$ cat src/rtl/pid_update_scheduler_if.sv
// Signal bundle between the register bank / shared PID and the PID update scheduler.
// Inputs to the scheduler: enable, update_period, motor_enable, zero_speed, duty_in, clear_overrun.
// Outputs from the scheduler: motor_select, update_controller, duty_out (flat, 32 bits per motor), sweep_done, busy, overrun.
interface pid_update_scheduler_if #(
  parameter int NUMBER_OF_MOTORS = 6,
  parameter int MOTOR_BITS       = 4
);
  logic                            enable;
  logic [31:0]                     update_period;
  logic [NUMBER_OF_MOTORS-1:0]     motor_enable;
  logic signed [31:0]              zero_speed;
  logic signed [31:0]              duty_in;
  logic                            clear_overrun;
  logic [MOTOR_BITS-1:0]           motor_select;
  logic                            update_controller;
  logic [32*NUMBER_OF_MOTORS-1:0]  duty_out;
  logic                            sweep_done;
  logic                            busy;
  logic                            overrun;

  // master: register bank + PID side
  modport master (
    output enable, update_period, motor_enable, zero_speed, duty_in, clear_overrun,
    input  motor_select, update_controller, duty_out, sweep_done, busy, overrun
  );

  // slave: the scheduler itself
  modport slave (
    input  enable, update_period, motor_enable, zero_speed, duty_in, clear_overrun,
    output motor_select, update_controller, duty_out, sweep_done, busy, overrun
  );
endinterface

$ cat src/rtl/pid_update_scheduler.sv
// Purpose: time-multiplexes one shared PID across NUMBER_OF_MOTORS motors, one sweep per period tick.
// Latency: per enabled motor LATENCY+2 cycles (SETUP, PULSE x LATENCY, CAPTURE); per disabled motor 1 cycle.
// Backpressure: none; a tick arriving mid-sweep is dropped and flagged on the sticky overrun bit.
// Ports: clock, reset_n (async active-low), bus (slave modport of pid_update_scheduler_if).
module pid_update_scheduler #(
  parameter int NUMBER_OF_MOTORS = 6,
  parameter int MOTOR_BITS       = 4,
  parameter int LATENCY          = 2
) (
  input logic                   clock,
  input logic                   reset_n,
  pid_update_scheduler_if.slave bus
);

  localparam int                    PW   = $clog2(LATENCY + 1);
  localparam logic [MOTOR_BITS-1:0] LAST = MOTOR_BITS'(NUMBER_OF_MOTORS - 1);

  typedef enum logic [1:0] {IDLE, SETUP, PULSE, CAPTURE} state_t;

  state_t                state_q, state_d;
  logic [31:0]           cnt_q, cnt_d;
  logic [MOTOR_BITS-1:0] idx_q, idx_d;
  logic [PW-1:0]         pcnt_q, pcnt_d;
  logic                  sweep_done_q, sweep_done_d;
  logic                  overrun_q, overrun_d;
  logic signed [31:0]    duty_q [NUMBER_OF_MOTORS];

  logic                  run;
  logic                  tick;
  logic                  busy;
  logic                  sel_en;
  logic                  advance;
  logic                  duty_we;
  logic signed [31:0]    duty_wdat;

  assign run  = bus.enable && (bus.update_period != 32'd0);
  assign tick = run && (cnt_q == bus.update_period - 32'd1);
  assign busy = (state_q != IDLE);

  // Period counter: free-runs while enabled with a nonzero period, wraps on tick.
  always_comb begin
    cnt_d = cnt_q + 32'd1;
    if (!run || tick) cnt_d = 32'd0;
  end

  // Per-motor enable for the current index (loop avoids an over-wide bit select).
  always_comb begin
    sel_en = 1'b0;
    for (int i = 0; i < NUMBER_OF_MOTORS; i++) begin
      if (idx_q == MOTOR_BITS'(i)) sel_en = bus.motor_enable[i];
    end
  end

  always_comb begin
    state_d      = state_q;
    idx_d        = idx_q;
    pcnt_d       = pcnt_q;
    sweep_done_d = 1'b0;
    duty_we      = 1'b0;
    duty_wdat    = bus.duty_in;
    advance      = 1'b0;
    unique case (state_q)
      IDLE: begin
        if (tick) begin
          state_d = SETUP;
          idx_d   = '0;
        end
      end
      SETUP: begin
        if (sel_en) begin
          state_d = PULSE;
          pcnt_d  = '0;
        end else begin
          duty_we   = 1'b1;
          duty_wdat = bus.zero_speed;
          advance   = 1'b1;
        end
      end
      PULSE: begin
        if (pcnt_q == PW'(LATENCY - 1)) state_d = CAPTURE;
        else                            pcnt_d  = pcnt_q + PW'(1);
      end
      CAPTURE: begin
        duty_we = 1'b1;
        advance = 1'b1;
      end
      default: state_d = IDLE;
    endcase

    // A dropped enable ends the sweep after the current motor, with no done pulse.
    if (advance) begin
      if (!bus.enable) begin
        state_d = IDLE;
        idx_d   = '0;
      end else if (idx_q == LAST) begin
        state_d      = IDLE;
        idx_d        = '0;
        sweep_done_d = 1'b1;
      end else begin
        state_d = SETUP;
        idx_d   = idx_q + MOTOR_BITS'(1);
      end
    end
  end

  // Set beats clear when both happen in the same cycle.
  always_comb begin
    overrun_d = overrun_q;
    if (bus.clear_overrun) overrun_d = 1'b0;
    if (tick && busy)      overrun_d = 1'b1;
  end

  always_ff @(posedge clock or negedge reset_n) begin
    if (!reset_n) begin
      state_q      <= IDLE;
      cnt_q        <= 32'd0;
      idx_q        <= '0;
      pcnt_q       <= '0;
      sweep_done_q <= 1'b0;
      overrun_q    <= 1'b0;
      for (int i = 0; i < NUMBER_OF_MOTORS; i++) duty_q[i] <= 32'sd0;
    end else begin
      state_q      <= state_d;
      cnt_q        <= cnt_d;
      idx_q        <= idx_d;
      pcnt_q       <= pcnt_d;
      sweep_done_q <= sweep_done_d;
      overrun_q    <= overrun_d;
      for (int i = 0; i < NUMBER_OF_MOTORS; i++) begin
        if (duty_we && (idx_q == MOTOR_BITS'(i))) duty_q[i] <= duty_wdat;
      end
    end
  end

  assign bus.motor_select      = idx_q;
  assign bus.update_controller = (state_q == PULSE);
  assign bus.sweep_done        = sweep_done_q;
  assign bus.busy              = busy;
  assign bus.overrun           = overrun_q;

  for (genvar g = 0; g < NUMBER_OF_MOTORS; g++) begin : g_duty
    assign bus.duty_out[32*g +: 32] = duty_q[g];
  end

endmodule
$ cat src/flat_wrapper.sv
// flat-port wrapper written by rule: the top's interface ports become plain ports
module pid_update_scheduler_flat 
#(
  parameter int NUMBER_OF_MOTORS = 6,
  parameter int MOTOR_BITS       = 4,
  parameter int LATENCY          = 2
)
  (clock, reset_n, bus_enable, bus_update_period, bus_motor_enable, bus_zero_speed, bus_duty_in, bus_clear_overrun, bus_motor_select, bus_update_controller, bus_duty_out, bus_sweep_done, bus_busy, bus_overrun);
  pid_update_scheduler_if #(.NUMBER_OF_MOTORS(NUMBER_OF_MOTORS), .MOTOR_BITS(MOTOR_BITS)) bus_i ();
  input logic clock;
  input logic reset_n;
  input wire logic [$bits(bus_i.enable)-1:0] bus_enable;
  input wire logic [$bits(bus_i.update_period)-1:0] bus_update_period;
  input wire logic [$bits(bus_i.motor_enable)-1:0] bus_motor_enable;
  input wire logic [$bits(bus_i.zero_speed)-1:0] bus_zero_speed;
  input wire logic [$bits(bus_i.duty_in)-1:0] bus_duty_in;
  input wire logic [$bits(bus_i.clear_overrun)-1:0] bus_clear_overrun;
  output wire logic [$bits(bus_i.motor_select)-1:0] bus_motor_select;
  output wire logic [$bits(bus_i.update_controller)-1:0] bus_update_controller;
  output wire logic [$bits(bus_i.duty_out)-1:0] bus_duty_out;
  output wire logic [$bits(bus_i.sweep_done)-1:0] bus_sweep_done;
  output wire logic [$bits(bus_i.busy)-1:0] bus_busy;
  output wire logic [$bits(bus_i.overrun)-1:0] bus_overrun;
  assign bus_i.enable = bus_enable;
  assign bus_i.update_period = bus_update_period;
  assign bus_i.motor_enable = bus_motor_enable;
  assign bus_i.zero_speed = bus_zero_speed;
  assign bus_i.duty_in = bus_duty_in;
  assign bus_i.clear_overrun = bus_clear_overrun;
  assign bus_motor_select = bus_i.motor_select;
  assign bus_update_controller = bus_i.update_controller;
  assign bus_duty_out = bus_i.duty_out;
  assign bus_sweep_done = bus_i.sweep_done;
  assign bus_busy = bus_i.busy;
  assign bus_overrun = bus_i.overrun;
  pid_update_scheduler #(.NUMBER_OF_MOTORS(NUMBER_OF_MOTORS), .MOTOR_BITS(MOTOR_BITS), .LATENCY(LATENCY)) u_core (.clock(clock), .reset_n(reset_n), .bus(bus_i));
endmodule
$ cat config.mk
export PLATFORM = sky130hd
export DESIGN_NAME = pid_update_scheduler_flat
export DESIGN_NICKNAME = d
export VERILOG_FILES = /design/src/rtl/pid_update_scheduler_if.sv /design/src/rtl/pid_update_scheduler.sv /design/src/flat_wrapper.sv
export SDC_FILE = /design/constraint.sdc
export NUM_CORES = 1
export LEC_CHECK = 0
export ABC_CLOCK_PERIOD_IN_PS = 6600
export BUFFER_PORTS_ARGS = -buffer_cell sky130_fd_sc_hd__buf_2
export CAP_MARGIN = 10
export CORE_ASPECT_RATIO = 0.6
export CORE_MARGIN = 3
export CORE_UTILIZATION = 50
export CTS_CLUSTER_DIAMETER = 40
export DETAILED_ROUTE_END_ITERATION = 10
export HOLD_SLACK_MARGIN = 0.15
export PLACE_DENSITY = 0.77
export RECOVER_POWER = 100
export SYNTH_ARGS = -nofsm -noshare
export SYNTH_HDL_FRONTEND = slang
export SYNTH_SLANG_ARGS = --single-unit
$ cat constraint.sdc
create_clock -name clock -period 6.6 [get_ports clock]
set_input_delay 1.32 -clock clock [delete_from_list [all_inputs] [get_ports clock]]
set_output_delay 1.32 -clock clock [all_outputs]
set_load 0.01 [all_outputs]
# After elaboration in Yosys (flattened, before gate mapping)
# Cells that the tools add are included.
# word_totals
reg_bits	234
in_bits	106
out_inout_bits	200
elab_cells	85
# op_classes
addsub	4
eq_ne	15
mux	31
n_reduce_logical	23
# ops
op	count
32-bit two-way mux	3
32-bit by 1-bit adder with 32-bit output (second input constant)	1
32-bit equality test	1
32-bit nonzero test	1
32-bit by 1-bit subtractor with 32-bit output (second input constant)	1
4-bit two-way mux	5
2-bit two-way mux	7
1-bit two-way mux	13
2-bit nonzero test	5
1-bit logical AND	9
3-bit by 1-bit != test with 1-bit output (second input constant)	3
4-bit by 2-bit equality test with 1-bit output (second input constant)	2
4-bit by 3-bit equality test with 1-bit output (second input constant)	2
2-bit case mux with 3 select lines	1
4-bit by 1-bit adder with 4-bit output (second input constant)	1
2-bit by 1-bit equality test with 1-bit output (second input constant)	2
2-bit equality test (second input constant)	2
4-bit by 1-bit equality test with 1-bit output (second input constant)	1
4-bit logical NOT	1
2-bit case mux with 2 select lines	1
4-bit AND reduction	1
4-bit nonzero test	1
3-bit AND reduction	1
2-bit by 1-bit adder with 2-bit output (second input constant)	1
7 further kinds	7

# Depth between registers and ports, before layout
# logic_depth
word_depth	11
ltp_mapped	13
mapped_depth_nobuf	10

# Worst setup path before layout
# Ideal clock, no wire load.
# synth_timing
path_kind	input port to flip-flop
startpoint	input bus_update_period[9]
endpoint	register u_core.cnt_q[12]
setup_time_ns	0.119
t_arrival_ns	4.097
t_required_ns	6.481
slack_ns	2.384
stages	11
path_buffers	3
path_cell_list	buf_6 > or4_4 > or3_1 > clkbuf_1 > or4_1 > o2111ai_1 > nor2_1 > or3_4 > o31ai_4 > buf_6 > nor2_1
# synth_via
elab_chain_cells	5
elab_cells_between_ends	8
classes_between	1 x add/sub; 1 x eq/ne; 1 x mux; 5 x reduce/logical
# synth_rtl
item	line	rtl
from (decl)	flat_wrapper.sv:13	input wire logic [$bits(bus_i.update_period)-1:0] bus_update_period;
32-bit by 1-bit subtractor with 32-bit output / 32-bit nonzero test (equally long branches)	pid_update_scheduler.sv:37, pid_update_scheduler.sv:36	
32-bit equality test / 1-bit logical AND (equally long branches)	pid_update_scheduler.sv:37, pid_update_scheduler.sv:36	
1-bit logical AND / 1-bit logical NOT (equally long branches)	pid_update_scheduler.sv:37, pid_update_scheduler.sv:43	
1-bit logical OR (*)	pid_update_scheduler.sv:43	if (!run || tick) cnt_d = 32'd0;
32-bit two-way mux (*)	pid_update_scheduler.sv:43	
via u_core.cnt_d[12]	pid_update_scheduler.sv:21	logic [31:0] cnt_q, cnt_d;
to (signal assigned)	pid_update_scheduler.sv:124	cnt_q <= cnt_d;
to (decl)	pid_update_scheduler.sv:21	
# Mark *: on every way through the listed nets, which the timed path passes. The rest lies on a longest branch.
# A chain may end at the register's enable or synchronous reset.

# Worst setup path after layout
# layout_timing
startpoint	input bus_update_period[0]
endpoint	register u_core.cnt_q[23]
# The elaborated chain is that of the path after synthesis.

==> impl_metrics.ini <==
[synth]
synth_area_leaders = dfrtp_1 (54%), o21ai_0 (9.4%), nand2_1 (8.1%), mux2i_1 (3.3%), xor2_1 (2.8%)
syn_nets = 1238
synth_edf_count = 0
syn_inst = 1122
synth_top_family_by_area = simple AND/OR/NAND/NOR gates
ys.flop_type = dfrtp_1
synth_fa_ha_area_frac = 0.0116
synth-simple-area-share = 0.185
syn_area_sq_um = 10800
yosysWarnings = 0
postSynthAreaPerCell_sq_um = 9.60
synth_xor_area_frac = 0.0537
ys_ff_latch = 234
synthDominantCellAreaShare = 0.544
async_flop_share = 1.00
ys_types = 65
synth_top_cell_by_area = dfrtp_1
seq_area_frac_synth = 0.544
synthMuxAreaShare = 0.0346
synth_compound_area_frac = 0.140

[sta]
hold_viol_final = 0
tns_ns = 0
maxSlewViolCount = 481
layout_min_cycle_time_ns = 5.50
setup_viol = 0
slew_headroom = -1.35
worst_slack_ns = 1.10
worstMarginPinSlew_ns = 3.52
rsz0062_at_grt = no
skew_ns = 0.0119
max_freq_mhz = 182
min_period_over_period = 0.833

[cts]
cts.path.max_buffers = 3
cts_resized = 0
clk_pin_slew_ns = 0.06
cts-hold-fix-buffers = 0
cts_htree_levels = 1
cts_tree = yes
cts_setup_buffers = 0
clock_latency_ns = 0.49
clkSinkCount = 234
clockRootBuffer = clkbuf_16
numCtsBuffers = 23

[worst_setup_path]
crit_required_ns = 6.97
critPathMaxFanout = 19
cp-end-kind = flop
crit_chain = buf_2 > nor4_1 > nand3_1 > buf_4 > or3_1 > a2111oi_0 > nor2_1 > or3_4 > o31ai_4 > buf_4 > nor2_1
cp_data_arrival_time_ns = 5.87
worst_path_max_delay_cell = nor4_1
critPathKind = input port to flop
slowest_delay_ns = 1.18
start_kind = input port

[layout]
layout_commonest_cell = dfrtp_1
fin_cells = 1690
num-nets-final = 1520
syn2layout_area_growth_pct = 19.4
drive_gt1_frac = 0.122
final_cell_mix = dfrtp_1 (234), nand2_1 (233), clkbuf_1 (208)
finalInstanceArea_sq_um = 12900

[flow_run]
maxCapViolations = 7

[power]
p_per_area_nw_per_um2 = 428
p_leak_uw = 0.00585
ir_drop_mv = 0.272

[global_routing]
grt_max_degree = 148
gr-total-overflow = 0
grt_pass1_vias = 8920
antenna_found_initial = 2
grt.total_usage = 0.264
grt_pass1_wl_um = 50200

[route]
num_vias = 9395
final_antenna_net_count = 0
drt_pass1_iterations = 5
via_per_inst = 5.56
drc = 0
post_drt_wl_per_cell_um = 18.9
wl_um = 32000
drtIter0Drc = 564

[die]
core-area_sq_um = 20600
die-area_sq_um = 23400
start_util = 0.523
die_w_um = 195
fp.dieH_um = 120
row_count = 40
boundaryPins = 306

[status]
violations = capacitance limit, slew limit
outcome = finished with violations

[placement]
numPortBuffers = 305
placed_cells_incl_taps = 1652
placed_area_sq_um = 12500
finalWeightedCongestion = 0.923
hpwl_um = 23700
place_ws_ns = 1.28

[worst_hold_path]
hp-class = flop to flop
[cell families after synthesis]
logic type | Yosys count
AO/OA/AOI/OAI | 266
XOR/XNOR | 66
AND/OR/NAND/NOR | 429
flip-flops | 234
multiplexers | 36
adder cells (fa/ha/maj) | 10
buffers and inverters | 81
[worst paths after layout]
| kind | endpoint | slack (ns) | startpoint | cells after the start |
|---|---|---|---|---|
| min reg2reg | u_core.bus.duty_out[62] | 0.48 | u_core.bus.duty_out[62] | 2 |
| min | u_core.bus.duty_out[62] | 0.48 | u_core.bus.duty_out[62] | 2 |
| max in group asynchronous | u_core.bus.duty_out[118] | 1.94 | reset_n | 2 |
| min in group asynchronous | u_core.bus.duty_out[101] | 0.79 | reset_n | 1 |
| max | u_core.cnt_q[23] | 1.10 | bus_update_period[0] | 11 |
| max reg2reg | u_core.bus.duty_out[179] | 1.32 | u_core.bus.motor_select[1] | 8 |
[sequential cells by signal, indices dropped and copies added (netlist names)]
| register | cells |
|---|---|
| u_core.bus.duty_out | 192 |
| u_core.bus.motor_select | 4 |
| u_core.bus.overrun | 1 |
| u_core.bus.sweep_done | 1 |
| u_core.cnt_q | 32 |
| u_core.pcnt_q | 2 |
| u_core.state_q | 2 |
[power breakdown]
part	total, uW	switching (uW)	internal, uW	leakage (uW)
logic	2020	1390	627	0.00248
clock network	1210	541	667	0.000339
registers	2270	314	1960	0.00303
total	5500	2250	3250	0.00585
[synth_stat cells (5+ instances only)]
master	n
nor4_1	12
mux2i_1	35
nor3_1	15
o211ai_1	6
a21oi_1	12
nand3_1	22
o21ai_0	203
a211oi_1	5
nand2_1	233
nor2_2	27
and2_1	6
nor2_1	56
dfrtp_1	234
and3_1	10
clkbuf_1	52
or4_1	5
inv_1	20
ha_1	10
nand4_1	12
xor2_1	34
or3_1	7
xnor2_1	32
[worst max-delay path, delay by kind of cell]
family                 cells  cell delay (ns)
AO/OA/AOI/OAI              2             1.45
buffers and inverters      3             0.77
AND/OR/NAND/NOR            6             2.32
[metrics by stage]
step	utilization	total power [uW]	hold WS, ns
after floorplan	-	3430	0.491
after global placement	0.608	4350	0.457
after detailed placement	0.608	4440	0.465
after CTS	0.642	5650	0.478
after global routing	0.625	5880	0.496
final	0.625	5500	0.478
[metal layers]
metal	wire length, um	global-route usage
met4	697	0.0605
met3	2770	0.0749
met1	14700	0.392
met2	13800	0.388
met5	0	0
[cell type report]
type	instances	area (sq um)
fillers	1851	7710
flip-flops and latches	234	5860
multi-input cells	807	4530
repair buffers	318	1360
clock buffers	28	614
well taps	273	342
inverters	20	75.1
clock inverters	8	68.8
diodes	2	5.00
Note: power is estimated with default switching activity, not from simulation.
